--- config.mk ---
export PLATFORM = sky130hd
export DESIGN_NAME = imuldiv_three_mul_arbiter
export DESIGN_NICKNAME = d
export VERILOG_FILES = /design/src/rtl/imuldiv_three_mul_arbiter.sv
export SDC_FILE = /design/constraint.sdc
export NUM_CORES = 1
export LEC_CHECK = 0
export ABC_AREA = 1
export BUFFER_PORTS_ARGS = -buffer_cell sky130_fd_sc_hd__buf_4
export CAP_MARGIN = 5
export CORE_AREA = 3 3 238 240
export DETAILED_ROUTE_END_ITERATION = 7
export DIE_AREA = 0 0 241 243
export HOLD_SLACK_MARGIN = 0.05
export PLACE_DENSITY_LB_ADDON = 0.25
export SKIP_CTS_REPAIR_TIMING = 1
export SLEW_MARGIN = 20
export SYNTH_ARGS = -nofsm -noshare
export SYNTH_HDL_FRONTEND = slang
export SYNTH_SLANG_ARGS = --single-unit
--- constraint.sdc ---
create_clock -name clk -period 3.2 [get_ports clk]
set_clock_uncertainty 0.2 [all_clocks]
set_input_delay 0.32 -clock clk [delete_from_list [all_inputs] [get_ports clk]]
set_output_delay 0.32 -clock clk [all_outputs]
set_load 0.01 [all_outputs]
--- src/rtl/imuldiv_three_mul_arbiter.sv ---
// Round-robin arbiter sharing one three-input multiplier between two val/rdy clients.
// An owner-tag FIFO remembers who issued each in-flight request so results route back in order.
module imuldiv_three_mul_arbiter #(
    parameter int p_max_outstanding = 4
) (
    input  logic        clk,
    input  logic        reset,

    input  logic [98:0] req0_msg,
    input  logic        req0_val,
    output logic        req0_rdy,
    input  logic [98:0] req1_msg,
    input  logic        req1_val,
    output logic        req1_rdy,

    output logic [95:0] resp0_msg,
    output logic        resp0_val,
    input  logic        resp0_rdy,
    output logic [95:0] resp1_msg,
    output logic        resp1_val,
    input  logic        resp1_rdy,

    output logic [2:0]  mulreq_msg_fn,
    output logic [31:0] mulreq_msg_a,
    output logic [31:0] mulreq_msg_b,
    output logic [31:0] mulreq_msg_c,
    output logic        mulreq_val,
    input  logic        mulreq_rdy,

    input  logic [95:0] mulresp_msg_result,
    input  logic        mulresp_val,
    output logic        mulresp_rdy,

    output logic [3:0]  dbg_count_o,
    output logic [2:0]  dbg_head_o,
    output logic [2:0]  dbg_tail_o,
    output logic        dbg_prio_o,
    output logic        dbg_lock_o,
    output logic        dbg_lock_id_o
);

    // Handshake: a transfer happens on a channel in any cycle where val & rdy are both high.
    localparam logic [3:0] MAX_CNT = 4'(p_max_outstanding);
    localparam logic [2:0] LAST_PTR = 3'(p_max_outstanding - 1);

    logic [3:0]  count_q, count_d;
    logic [2:0]  head_q, head_d, tail_q, tail_d;
    logic        prio_q, prio_d, lock_q, lock_d, lock_id_q, lock_id_d;
    logic        owner_q [0:7];

    logic        can_issue, gnt_val, gnt_id, gnt_req_val;
    logic        has_out, head_id, issue_fire, resp_fire;
    logic [98:0] gnt_msg;

    function automatic logic [2:0] ptr_inc(input logic [2:0] p);
        return (p == LAST_PTR) ? 3'd0 : p + 3'd1;
    endfunction

    // A stalled issue keeps its grant so the multiplier sees a stable message.
    always_comb begin
        gnt_val = 1'b0;
        gnt_id  = prio_q;
        if (lock_q) begin
            gnt_val = 1'b1;
            gnt_id  = lock_id_q;
        end else if (req0_val && req1_val) begin
            gnt_val = 1'b1;
            gnt_id  = prio_q;
        end else if (req0_val || req1_val) begin
            gnt_val = 1'b1;
            gnt_id  = req1_val;
        end
    end

    // Gated with reset so every handshake output is quiet while reset is held.
    assign can_issue   = ~reset & (count_q < MAX_CNT);
    assign gnt_req_val = gnt_id ? req1_val : req0_val;
    assign gnt_msg     = gnt_id ? req1_msg : req0_msg;

    assign mulreq_val    = can_issue & gnt_val & gnt_req_val;
    assign mulreq_msg_fn = gnt_msg[98:96];
    assign mulreq_msg_a  = gnt_msg[95:64];
    assign mulreq_msg_b  = gnt_msg[63:32];
    assign mulreq_msg_c  = gnt_msg[31:0];
    assign req0_rdy      = can_issue & gnt_val & ~gnt_id & mulreq_rdy;
    assign req1_rdy      = can_issue & gnt_val &  gnt_id & mulreq_rdy;
    assign issue_fire    = mulreq_val & mulreq_rdy;

    assign has_out     = ~reset & (count_q != 4'd0);
    assign head_id     = owner_q[head_q];
    assign resp0_val   = mulresp_val & has_out & ~head_id;
    assign resp1_val   = mulresp_val & has_out &  head_id;
    assign resp0_msg   = mulresp_msg_result;
    assign resp1_msg   = mulresp_msg_result;
    assign mulresp_rdy = has_out & (head_id ? resp1_rdy : resp0_rdy);
    assign resp_fire   = mulresp_val & mulresp_rdy;

    always_comb begin
        count_d   = count_q;
        head_d    = head_q;
        tail_d    = tail_q;
        prio_d    = prio_q;
        lock_d    = lock_q;
        lock_id_d = lock_id_q;
        if (issue_fire) begin
            tail_d = ptr_inc(tail_q);
            prio_d = ~gnt_id;
            lock_d = 1'b0;
        end else if (mulreq_val) begin
            lock_d    = 1'b1;
            lock_id_d = gnt_id;
        end
        if (resp_fire) head_d = ptr_inc(head_q);
        case ({issue_fire, resp_fire})
            2'b10:   count_d = count_q + 4'd1;
            2'b01:   count_d = count_q - 4'd1;
            default: count_d = count_q;
        endcase
    end

    always_ff @(posedge clk) begin
        if (reset) begin
            count_q   <= 4'd0;
            head_q    <= 3'd0;
            tail_q    <= 3'd0;
            prio_q    <= 1'b0;
            lock_q    <= 1'b0;
            lock_id_q <= 1'b0;
        end else begin
            count_q   <= count_d;
            head_q    <= head_d;
            tail_q    <= tail_d;
            prio_q    <= prio_d;
            lock_q    <= lock_d;
            lock_id_q <= lock_id_d;
        end
    end

    // Tag storage needs no reset: entries are only read once count covers them.
    always_ff @(posedge clk) begin
        if (issue_fire) owner_q[tail_q] <= gnt_id;
    end

    assign dbg_count_o   = count_q;
    assign dbg_head_o    = head_q;
    assign dbg_tail_o    = tail_q;
    assign dbg_prio_o    = prio_q;
    assign dbg_lock_o    = lock_q;
    assign dbg_lock_id_o = lock_id_q;

endmodule

==> results.ini <==
[status]
status = finished, final reports clean

[layout]
syn_to_final_growth_pct = 48.5
n_antenna_cell = 0
num-fill-cells = 6469
postLayoutCellArea_um2 = 5860
layout.nets = 1100
final_core_utilization_pct = 10.7
drive_gt1_share_pct = 43.8
final_common_cell = buf_4
final_cell_mix = 326 x buf_4, 325 x nand2_1, 27 x inv_1

[logic_synthesis]
async_reset_ff_share_pct = 0
ys_seq_area_share_pct = 14.2
syn_nets = 983
synthAdderAreaFrac_pct = 1.59
synth.distinct_cells = 28
synth_top_flop_cell = dfxtp_1
yosys.area_share.simple_pct = 37.8
synth.area.mux_share_pct = 0
synth_seq_cells = 24
synth_top_family_by_area = buffers and inverters
synth_area_um2 = 3940
synth_xor_area_share_pct = 0.666
avgSynthCellArea_um2 = 5.83
synth_compound_area_share_pct = 3.36
synth_edf_count = 8
syn_inst = 676
yosys_warnings = 0

[route]
vias = 4205
routed_wl_mm = 17.4
drc = 0
via_per_inst = 2.81
wl_per_cell_um = 11.6
drtPass1Iterations = 4
dr.first_iter.drc_count = 131
ant_nets = 0

[pwr]
power_density_nw_per_um2 = 340
max-vdd-ir-drop_uv = 180
p_leak_nw = 3.11

[floorplan]
rows = 86
die_height_um = 243
dieWidth_um = 241
initial_core_util_pct = 7.19
io_pins = 612
die_area_um2 = 58600
core_um2 = 54900

[worst_setup_path]
critPathKind = reg2reg
cp-end-kind = flip-flop
cp_data_arrival_time_ns = 2.67
critPathLaunch = dbg_lock_o
required_ns = 3.16
critPathLaunchType = flip-flop
r2r_start = dbg_lock_o
cp_max_fo = 12

[timing]
finalCriticalPeriod_ns = 2.71
rsz0062_at_grt = no
setup_tns_ns = 0
holdWs_ns = 0.0652
slew_headroom_pct = 60.7
setup_violations = 0
max_freq_mhz = 368
drv_slew = 0
hold_viol_final = 0
worst_slew_pin_slew_ns = 0.589
min_period_over_period_pct = 84.8

[grt]
grt_overflow = 0
grt_pass1_wl_mm = 24.6
grt_busiest_layer = met2
use_met2_pct = 9.46
grt_max_degree = 109
grtUsageTotal_pct = 5.38
met1_usage_pct = 5.42
use_met3_pct = 3.62
grt_pass1_vias = 4230
grt_antenna_before_repair = 0

[clock_network]
clkLatencyLatePin_ns = 0.26
clock_path_buffers = 2
clock-root-buffer = clkbuf_16
cts.sinks = 24
path_clk_slew_ns = 0.07
cts_tree = done
cts-buffers-inserted = 3
htreeDepth = 1

[worst_hold_path]
hold_path_class = in2reg
hold_start = reset

[placement]
gp_congestion = 0.767
placed_cell_area_um2 = 5750
port_buffers = 323
hpwl_mm = 14.8

[flow_run]
max-cap-violations = 0

==> where the power goes <==
part	internal (mW)	total (mW)	switching, mW
combinational	0.608	1.27	0.665
sequential	0.335	0.355	0.0195
clock	0.249	0.364	0.115
total	1.19	1.99	0.799
==> stage by stage <==
stage	instances	setup WS (ns)	power (mW)
finish	1496	0.485	1.99
global route	1496	0.137	2.17
CTS	1496	0.439	2.03
detailed placement	1492	0.421	1.66
global placement	1492	0.469	1.67
floorplan	676	0.760	1.18
==> area by class of cell <==
| class | count | area (um2) | share of cell area (%) |
|---|---|---|---|
| timing repair buffer | 327 | 2470 | 42.1 |
| multi-input combinational | 406 | 1720 | 29.4 |
| tap | 704 | 881 | 15.0 |
| sequential | 24 | 561 | 9.57 |
| inverter | 31 | 121 | 2.07 |
| clock buffer | 3 | 75.1 | 1.28 |
| clock inverter | 1 | 30.0 | 0.513 |
==> synthesized netlist by cell type, types with 4 or more instances <==
cell        n  area [um2]
o21ai_0     7        35.0
edfxtp_1    8         240
nand2_1   325        1220
buf_4     192        1440
clkbuf_1    4        15.0
inv_1      27         101
dfxtp_1    16         320
ha_1        5        62.6
buf_2      19        95.1
nor2_1     26        97.6
nand3_1    11        55.1
a21oi_1    11        55.1
==> cell families after synthesis <==
logic type      count (synthesis)
simple gates                  376
buf+inv                       246
flops                          24
compound gates                 22
fa+ha+maj                       5
xor+xnor                        3
==> path summary, 6_finish.rpt <==
check,to,slack (ns),cells after the start
worst max register to register,dbg_count_o[2],0.49,13
worst max-delay path,dbg_count_o[2],0.49,13
worst min register to register,dbg_prio_o,0.31,2
worst min-delay path,dbg_tail_o[0],0.07,2
==> metal layers <==
layer	vias up	share of wire, %
met2	387	49
met3	13	16
met1	1729	34
met4	0	0.46
li1	2076	-
met5	-	0
==> critical path, cell delays in order, from the launching register on <==
cell and delay, ns:
dfxtp_1 0.39, inv_2 0.08, or2_0 0.24, nand3_4 0.22, nand3_2 0.13, nand2_2 0.13
nand2_4 0.10, ha_1 0.26, xor2_1 0.23, ha_1 0.18, a21oi_1 0.05, xor2_1 0.17
o21ai_0 0.17, inv_1 0.06
(Power assumes the default switching activity.)
